===== src/rtl/mem_arbiter.sv =====
// rtl/mem_arbiter.sv - two-requester round-robin arbiter sharing one line-granular memory port
module mem_arbiter #(
  parameter int ADDR_W = 30,
  parameter int DATA_W = 128
) (
  input  logic              clk,
  input  logic              proc_reset,
  // Icache side (read-only)
  input  logic              i_read,
  input  logic [ADDR_W-1:0] i_addr,
  output logic [DATA_W-1:0] i_rdata,
  output logic              i_ready,
  // Dcache side (read and write-back)
  input  logic              d_read,
  input  logic              d_write,
  input  logic [ADDR_W-1:0] d_addr,
  input  logic [DATA_W-1:0] d_wdata,
  output logic [DATA_W-1:0] d_rdata,
  output logic              d_ready,
  // memory side
  output logic              mem_read,
  output logic              mem_write,
  output logic [ADDR_W-1:0] mem_addr,
  output logic [DATA_W-1:0] mem_wdata,
  input  logic [DATA_W-1:0] mem_rdata,
  input  logic              mem_ready,
  // debug
  output logic [1:0]        grant
);

  localparam logic [1:0] ST_IDLE    = 2'd0;
  localparam logic [1:0] ST_SERVE_I = 2'd1;
  localparam logic [1:0] ST_SERVE_D = 2'd2;
  localparam logic [1:0] ST_COOL    = 2'd3;

  // mask bit 0 blocks I, bit 1 blocks D; it only takes effect in COOL
  logic [1:0]        state_q, state_d;
  logic              last_d_q, last_d_d;
  logic [1:0]        mask_q, mask_d;
  logic              mem_read_q, mem_read_d;
  logic              mem_write_q, mem_write_d;
  logic [ADDR_W-1:0] mem_addr_q, mem_addr_d;
  logic [DATA_W-1:0] mem_wdata_q, mem_wdata_d;
  logic [1:0]        grant_q, grant_d;

  logic in_cool;
  logic i_elig;
  logic d_elig;
  logic pick_i;
  logic pick_d;

  // eligibility and round-robin choice; on a tie the side not served last wins
  always_comb begin
    in_cool = (state_q == ST_COOL);
    i_elig  = i_read & ~(in_cool & mask_q[0]);
    d_elig  = (d_read | d_write) & ~(in_cool & mask_q[1]);
    pick_i  = i_elig & (~d_elig | last_d_q);
    pick_d  = d_elig & (~i_elig | ~last_d_q);
  end

  // next-state and registered memory command
  always_comb begin
    state_d     = state_q;
    last_d_d    = last_d_q;
    mask_d      = mask_q;
    mem_read_d  = mem_read_q;
    mem_write_d = mem_write_q;
    mem_addr_d  = mem_addr_q;
    mem_wdata_d = mem_wdata_q;
    grant_d     = grant_q;
    case (state_q)
      ST_IDLE, ST_COOL: begin
        if (pick_i) begin
          state_d     = ST_SERVE_I;
          mem_read_d  = 1'b1;
          mem_write_d = 1'b0;
          mem_addr_d  = i_addr;
          mem_wdata_d = '0;
          grant_d     = 2'b01;
        end else if (pick_d) begin
          // a read+write collision from the Dcache issues only the write
          state_d     = ST_SERVE_D;
          mem_read_d  = d_read & ~d_write;
          mem_write_d = d_write;
          mem_addr_d  = d_addr;
          mem_wdata_d = d_wdata;
          grant_d     = 2'b10;
        end else begin
          state_d = ST_IDLE;
          mask_d  = 2'b00;
        end
      end
      ST_SERVE_I: begin
        if (mem_ready) begin
          state_d     = ST_COOL;
          mem_read_d  = 1'b0;
          mem_write_d = 1'b0;
          grant_d     = 2'b00;
          last_d_d    = 1'b0;
          mask_d      = 2'b01;
        end
      end
      ST_SERVE_D: begin
        if (mem_ready) begin
          state_d     = ST_COOL;
          mem_read_d  = 1'b0;
          mem_write_d = 1'b0;
          grant_d     = 2'b00;
          last_d_d    = 1'b1;
          mask_d      = 2'b10;
        end
      end
      default: begin
        state_d = ST_IDLE;
      end
    endcase
  end

  // state registers; reset abandons any transaction in flight
  always_ff @(posedge clk or posedge proc_reset) begin
    if (proc_reset) begin
      state_q     <= ST_IDLE;
      last_d_q    <= 1'b1;
      mask_q      <= 2'b00;
      mem_read_q  <= 1'b0;
      mem_write_q <= 1'b0;
      mem_addr_q  <= '0;
      mem_wdata_q <= '0;
      grant_q     <= 2'b00;
    end else begin
      state_q     <= state_d;
      last_d_q    <= last_d_d;
      mask_q      <= mask_d;
      mem_read_q  <= mem_read_d;
      mem_write_q <= mem_write_d;
      mem_addr_q  <= mem_addr_d;
      mem_wdata_q <= mem_wdata_d;
      grant_q     <= grant_d;
    end
  end

  // completion pulses are qualified by the service state; data is passed straight through
  always_comb begin
    i_ready   = (state_q == ST_SERVE_I) & mem_ready;
    d_ready   = (state_q == ST_SERVE_D) & mem_ready;
    i_rdata   = mem_rdata;
    d_rdata   = mem_rdata;
    mem_read  = mem_read_q;
    mem_write = mem_write_q;
    mem_addr  = mem_addr_q;
    mem_wdata = mem_wdata_q;
    grant     = grant_q;
  end

endmodule

===== config.mk =====
export PLATFORM = sky130hd
export DESIGN_NAME = mem_arbiter
export DESIGN_NICKNAME = d
export VERILOG_FILES = /design/src/rtl/mem_arbiter.sv
export SDC_FILE = /design/constraint.sdc
export NUM_CORES = 1
export LEC_CHECK = 0
export ABC_AREA = 1
export ABC_CLOCK_PERIOD_IN_PS = 6600
export CORE_AREA = 2 2 290 292
export DETAILED_ROUTE_END_ITERATION = 6
export DIE_AREA = 0 0 292 294
export HOLD_SLACK_MARGIN = 0.02
export MAX_ROUTING_LAYER = met4
export PLACE_DENSITY_LB_ADDON = 0.05
export SETUP_SLACK_MARGIN = 0.02
export SLEW_MARGIN = 40
export SYNTH_ARGS = -nofsm -noshare
export SYNTH_HDL_FRONTEND = slang
export SYNTH_SLANG_ARGS = --single-unit

===== constraint.sdc =====
create_clock -name clk -period 6.6 [get_ports clk]
set_input_delay 1.32 -clock clk [delete_from_list [all_inputs] [get_ports clk]]
set_output_delay 1.32 -clock clk [all_outputs]
set_load 0.01 [all_outputs]

-- Word-level counts from Yosys, hierarchy flattened
Index checks and enable logic that the tools add are counted.
- register bits after elaboration: 167
- output and inout port bits: 420
- bits of input ports: 322
- equal/unequal tests: 9
- reductions and logical operators: 9
- bitwise logic cells: 18
- mux-type cells: 26
- operators with widths (kind ; number):
    $mux W128 ; 2
    $mux W30 ; 2
    $mux W2 ; 10
    $and A1 B1 Y1 ; 9
    $ne A2 B2 Y1 const B ; 4
    $pmux W2 S2 ; 2
    $mux W1 ; 6
    $not A1 Y1 ; 6
    $pmux W1 S2 ; 3
    $pmux W2 S3 ; 1
    $eq A2 B2 Y1 const B ; 2
    $reduce_and A2 Y1 ; 2
    $reduce_and A4 Y1 ; 1
    $reduce_bool A2 Y1 ; 2
    $reduce_or A2 Y1 ; 2
    $ne A3 B3 Y1 const B ; 1
    $or A1 B1 Y1 ; 3
    $reduce_and A3 Y1 ; 1
    $eq A2 B1 Y1 const B ; 1
    $logic_not A2 Y1 ; 1
    $ne A2 B1 Y1 const B ; 1

-- Logic depth before layout (Yosys ltp)
Gate-level depths: netlist of run 1.
- depth after elaboration: 10
- mapped depth: 10
- depth with buffers taken out: 9

-- Least setup slack after synthesis of run 1
OpenSTA, ideal clock, no wires.
- path kind: input to output
- start point: input port mem_ready
- end point: output port d_ready
- stages on the path: 2
- path buffers: 0
- data arrival time: 1.447 ns
- slack: 3.833 ns
- cell sequence: nand2_1 -> inv_1
- cells in the longest elaborated chain, start to end: 1
- RTL lines (element ; RTL line ; text):
    start, declared ; 26 ; input logic mem_ready,
    $and A1 B1 Y1 ; 145 ; d_ready = (state_q == ST_SERVE_D) & mem_ready;
    end, declared ; 19 ; output logic d_ready,
No other way between the ends.

-- Worst setup path after layout of run 1
Same ends and word-level chain as after synthesis.

==> impl_metrics.csv, run 1 <==
group,metric,value,unit
outcome,outcome,"finished, final reports clean",
sta,final_max_slew_viol_count,0,
pwr,power.leakage,5.67,nW
clock_network,post-cts-setup-buffers,0,
worst_hold_path,min_path_cells,2,
sta,hold_viol,0,
pwr,clkPwrFrac,18.9,%
cells_and_area,postLayoutCellArea,12300,sq um
placed_design,place_hpwl,25500,microns
cells_and_area,num-fill-cells,9350,
clock_network,htree_levels,4,
die,die_y,294,microns
setup_path,rr_startpoint,"state_q[0]",
sta,tightest_slew,0.745,ns
global_route,antenna_found_initial,5,
setup_path,worstPathArrival,2.61,ns
yosys,yosysSeqAreaShare,47.5,%
setup_path,r2r_cells,7,
yosys,ys_seq_elements,167,
yosys,synth.avg_cell_area,8.06,sq um
global_route,grtUsageTotal,8.63,%
die,ioPinCount,742,
setup_path,crit_path_end_kind,"primary output",
sta,final.setup_skew,0.0150,ns
yosys,synth_area,8800,sq um
worst_hold_path,worstHoldEndpoint,"mem_write",
global_route,grt_overflow,0,
clock_network,clk_latency,0.48,ns
setup_path,crit_type,"in -> out",
job,maxCapViolations,0,
yosys,syn_inst,1092,
setup_path,required,5.28,ns
global_route,grt_pass1_wl,52200,microns
cells_and_area,nets,1505,
sta,rsz0062_at_grt,"no",
pwr,comb_power_share,51.6,%
pwr,pwr-share-seq,29.5,%
sta,relSlewSlack,50.3,%
drt,dr.pass1.iters,4,
pwr,p_switching,2.51,mW
placed_design,placed_area,11700,sq um
placed_design,routabilityCongestion,0.655,
drt,num_vias,6713,
drt,post_drt_wl_per_cell,15.9,microns
drt,drc_errors,0,
clock_network,cts_tree,"built",
pwr,powerDensity,473,nW/um^2
sta,setup_viol,0,
cells_and_area,multi_input_area,2410,sq um
placed_design,port_buffers,357,
drt,routed_via_density,2.95,
pwr,ir_drop,168,uV
clock_network,root_buffer,"clkbuf_16",
clock_network,clock_path_buffers,2,
clock_network,clkSinkCount,167,
clock_network,clkTransAtPathRegs,0.07,ns
sta,period_minus_slack,3.93,ns
drt,drtIter0Drc,231,
global_route,grt_max_degree,85,
sta,tns,0,ns
clock_network,ctsHoldBuffers,0,
setup_path,worstSetupStartpointType,"input port",
yosys,yosys_warnings,0,
die,coreArea,82900,sq um
clock_network,cts_resized,0,
yosys,syn_nets,1419,
die,rows,106,
setup_path,path_max_fanout,4,
sta,finalCritPeriodShare,59.6,%
pwr,total_power,5.83,mW
setup_path,reg2reg_to,"mem_wdata[52]",
placed_design,pre_cts_slack,2.65,ns
sta,finalWorstSetupSlack,2.67,ns
global_route,grt_pass1_vias,7390,
cells_and_area,layout-area-overhead-vs-synth,40.2,%
cells_and_area,drive_above_1_share,3.78,%
drt,totalWireLength,36200,microns
sta,fmaxAchievable,254,MHz
cells_and_area,utilization,14.9,%
die,die_w,292,microns
worst_hold_path,hp-start,"mem_write",
setup_path,r2r_setup_slack,3.85,ns
pwr,p_int,3.32,mW
die,die_area,85800,sq um
yosys,synth.distinct_cells,14,
worst_hold_path,hp-class,"reg -> reg",
drt,ant_nets,0,
cells_and_area,seqCellArea,4180,sq um
clock_network,numCtsBuffers,17,
pwr,switching_share,43.0,%
die,initial_core_util,10.6,%
power by group through the flow:
stage | combinational [mW] | clock (mW) | sequential, mW
floorplan | 1.49 | 0 | 1.91
global placement | 3.14 | 0 | 1.76
detailed placement | 3.19 | 0 | 1.74
CTS | 3.20 | 1.18 | 1.73
global route | 3.43 | 1.22 | 1.78
finish | 3.01 | 1.10 | 1.72
cell usage in the layout (no fill, tap or decap), types with 3 or more instances in the layout:
cell	count
nand3_1	36
diode_2	5
clkbuf_16	17
clkdlybuf4s50_1	357
nand4_1	3
inv_1	10
buf_4	5
dfrtp_1	166
nand2_1	563
inv_6	5
buf_12	3
ha_1	5
o21ai_0	4
registers in the layout, indices dropped and copies added, names as in the netlist:
| register | count |
|---|---|
| mask_q | 2 |
| grant | 2 |
| mem_write | 1 |
| mem_wdata | 128 |
| mem_read | 1 |
| mem_addr | 30 |
| state_q | 2 |
| last_d_q | 1 |
cell usage after synthesis (all sizes together):
library cell / count / share of area [%]
inv: 13 / 0.55
dfrtp: 166 / 47
ha: 5 / 0.71
clkbuf: 6 / 0.26
dfstp: 1 / 0.30
buf: 294 / 24
nand4: 3 / 0.21
nand3: 36 / 2.0
o21ai: 4 / 0.23
nand2: 564 / 24
worst max-delay path: stages:
cell and delay (ns):
clkdlybuf4s50_1 0.57, nand2_1 0.11, inv_1 0.06, clkdlybuf4s50_1 0.55
stage by stage:
| stage | std cells | hold slack (ns) |
|---|---|---|
| 6_report | 2276 | 0.477 |
| 2_1_floorplan | 1092 | 0.442 |
| 3_3_place_gp | 2236 | 0.462 |
| 4_1_cts | 2270 | 0.480 |
| 5_1_grt | 2276 | 0.497 |
| 3_5_place_dp | 2238 | 0.462 |
metal layers:
layer | vias up | GRT usage [%] | routed length, microns
li1 | 3231 | - | -
met1 | 3026 | 8.83 | 13500
met2 | 358 | 13.3 | 17000
met3 | 98 | 4.92 | 4240
met4 | 0 | 4.17 | 1450
met5 | - | - | 0
final cells by class:
cell class / count / share of cell area (%)
multi-input cells: 612 / 19.6
well taps: 1080 / 11.0
repair buffers: 367 / 30.2
diodes: 5 / 0.101
flip-flops and latches: 167 / 33.9
inverters: 13 / 0.477
clock inverters: 12 / 1.15
clock buffers: 20 / 3.62
worst max path at each step:
stage	end	from	depth (start not counted)
after floorplan	grant[0]	proc_reset	1
after detailed placement	d_ready	mem_ready	4
after global placement	mem_wdata[23]	d_write	9
after global routing	d_ready	mem_ready	4
after CTS	d_ready	mem_ready	4
final	d_ready	mem_ready	4
cells by family (layout without fill, tap and decap cells):
family / Yosys count / after routing / synth area share (%)
fa+ha+maj: 5 / 5 / 0.711
buf+inv: 313 / 412 / 25.2
other cells: 0 / 5 / 0
flops: 167 / 167 / 47.5
compound gates: 4 / 4 / 0.228
simple gates: 603 / 603 / 26.4
Power figures use the tool's default switching activity.
==> run 2: changes to the inputs <==
--- a/config.mk
+++ b/config.mk
@@ -6,7 +6,7 @@
 export NUM_CORES = 1
 export LEC_CHECK = 0
 export ABC_AREA = 1
-export ABC_CLOCK_PERIOD_IN_PS = 6600
+export ABC_CLOCK_PERIOD_IN_PS = 3900
 export CORE_AREA = 2 2 290 292
 export DETAILED_ROUTE_END_ITERATION = 6
 export DIE_AREA = 0 0 292 294
==> constraint.sdc (replaced) <==
create_clock -name clk -period 3.9 [get_ports clk]
set_input_delay 0.78 -clock clk [delete_from_list [all_inputs] [get_ports clk]]
set_output_delay 0.78 -clock clk [all_outputs]
set_load 0.01 [all_outputs]
==> run 2 against run 1 <==
  * Via count shrank 0.82%
  * Sequential share of layout area decreased by 0.12 points
  * Critical endpoint unchanged
  * Die area is the same
  * Critical path type unchanged
  * Clock power up 64%
  * Register-to-register slack got worse by 2.3 ns
  * Largest cell class unchanged
  * Final cell count grew 0.18%
==> impl_metrics.csv, run 2 (synthesis gave the netlist of run 1 again) <==
group,metric,value,unit
sta,rsz0062_at_grt,"no",
global_route,grtUsageTotal,8.80,%
sta,finalHoldWorstSlack,0.477,ns
sta,relSlewSlack,51.6,%
placed_design,placed_area,11800,sq um
setup_path,r2r_cells,7,
drt,drtIter0Drc,247,
cells_and_area,postLayoutCellArea,12400,sq um
placed_design,routabilityCongestion,0.664,
sta,finalCritPeriodShare,71.2,%
drt,dr.pass1.iters,4,
global_route,grt_pass1_vias,7326,
clock_network,numCtsBuffers,17,
placed_design,place_hpwl,25900,microns
clock_network,clkTransAtPathRegs,0.07,ns
drt,routed_via_density,2.92,
drt,post_drt_wl_per_cell,16.0,microns
job,maxCapViolations,0,
sta,period_minus_slack,2.78,ns
cells_and_area,utilization,14.9,%
drt,ant_nets,0,
clock_network,ctsHoldBuffers,0,
sta,hold_viol,0,
placed_design,pre_cts_slack,1.04,ns
die,initial_core_util,10.6,%
pwr,total_power,9.88,mW
clock_network,clkSinkCount,167,
clock_network,root_buffer,"clkbuf_16",
die,coreArea,82900,sq um
drt,drc_errors,0,
sta,final_max_slew_viol_count,0,
setup_path,crit_start,"mem_ready",
outcome,outcome,"finished, final reports clean",
global_route,grt_pass1_wl,52700,microns
setup_path,rr_startpoint,"state_q[0]",
setup_path,worstPathArrival,2.00,ns
cells_and_area,nets,1508,
die,ioPinCount,742,
sta,final.setup_skew,0.0126,ns
clock_network,post-cts-setup-buffers,0,
sta,fmaxAchievable,360,MHz
cells_and_area,drive_above_1_share,4.11,%
die,die_y,294,microns
clock_network,htree_levels,4,
placed_design,dp_cells,2242,
cells_and_area,layout-area-overhead-vs-synth,40.6,%
setup_path,reg2reg_to,"mem_wdata[74]",
global_route,antenna_found_initial,7,
cells_and_area,num-fill-cells,9361,
die,rows,106,
cells_and_area,final_common_cell,"nand2_1",
drt,num_vias,6658,
worst_hold_path,hp-class,"reg -> reg",
sta,setup_viol,0,
drt,totalWireLength,36600,microns
clock_network,clk_latency,0.48,ns
global_route,grt_overflow,0,
pwr,powerDensity,799,nW/um^2
worst_hold_path,min_path_cells,2,
placed_design,port_buffers,357,
clock_network,clock_path_buffers,2,
sta,tns,0,ns
clock_network,cts_tree,"built",
setup_path,path_max_fanout,4,
pwr,power.leakage,5.68,nW
setup_path,crit_type,"in -> out",
sta,tightest_slew,0.726,ns
setup_path,required,3.12,ns
cells_and_area,largest_reg_flops,128,
cells_and_area,fin_cells,2280,
global_route,grt_max_degree,93,
setup_path,crit_path_end_kind,"primary output",
die,die_w,292,microns
cells_and_area,mostFrequentLayoutCells,"nand2_1 (563), clkdlybuf4s50_1 (357), dfrtp_1 (166)",
die,die_area,85800,sq um
clock_network,cts_resized,0,
pwr,ir_drop,462,uV
setup_path,r2r_setup_slack,1.56,ns
setup_path,worstSetupStartpointType,"input port",
setup_path,crit_path_end,"d_ready",
sta,finalWorstSetupSlack,1.12,ns
run 2: cell count changes in the layout (fill, tap and decap cells not counted):
| cell | delta |
|---|---|
| bufinv_16 | -1 |
| clkbuf_1 | -2 |
| diode_2 | +2 |
| buf_12 | +6 |
| buf_16 | -2 |
| clkinvlp_4 | +2 |
| clkbuf_8 | +1 |
| inv_8 | -1 |
| inv_6 | -2 |
| buf_4 | -1 |
| clkinv_4 | +2 |
run 2: critical path, stage by stage:
cell and delay, ns:
clkdlybuf4s50_1 0.52, nand2_1 0.09, inv_1 0.07, clkdlybuf4s50_1 0.53
run 2: final cells by class:
class                      count  area (sq um)  share of cell area (%)
multi-input combinational    612          2410                    19.5
sequential                   167          4180                    33.8
inverter                      13          55.1                   0.445
tap                         1080          1350                    10.9
antenna                        7          17.5                   0.142
clock inverter                12           119                   0.961
clock buffer                  19           453                    3.66
timing repair buffer         370          3780                    30.6
run 2: worst min path at each step:
stage	startpoint	to	slack [ns]
after CTS	mem_wdata[67]	mem_wdata[67]	0.48
after global routing	mem_wdata[74]	mem_wdata[74]	0.50
after detailed placement	mem_wdata[47]	mem_wdata[47]	0.46
after global placement	mem_wdata[8]	mem_wdata[8]	0.46
after floorplan	mask_q[1]	mask_q[1]	0.44
final	mem_wdata[105]	mem_wdata[105]	0.48
run 2: where the power goes:
part	switching, mW	internal (mW)
Sequential	0.394	2.51
Combinational	3.00	2.18
Clock	0.881	0.919
Total	4.28	5.61
run 2: routing by layer:
metal / global-route usage [%] / up-vias / wire length (microns)
li1: - / 3236 / -
met3: 4.65 / 112 / 4140
met4: 4.68 / 0 / 1590
met2: 14.1 / 335 / 17700
met5: - / - / 0
met1: 8.60 / 2975 / 13200
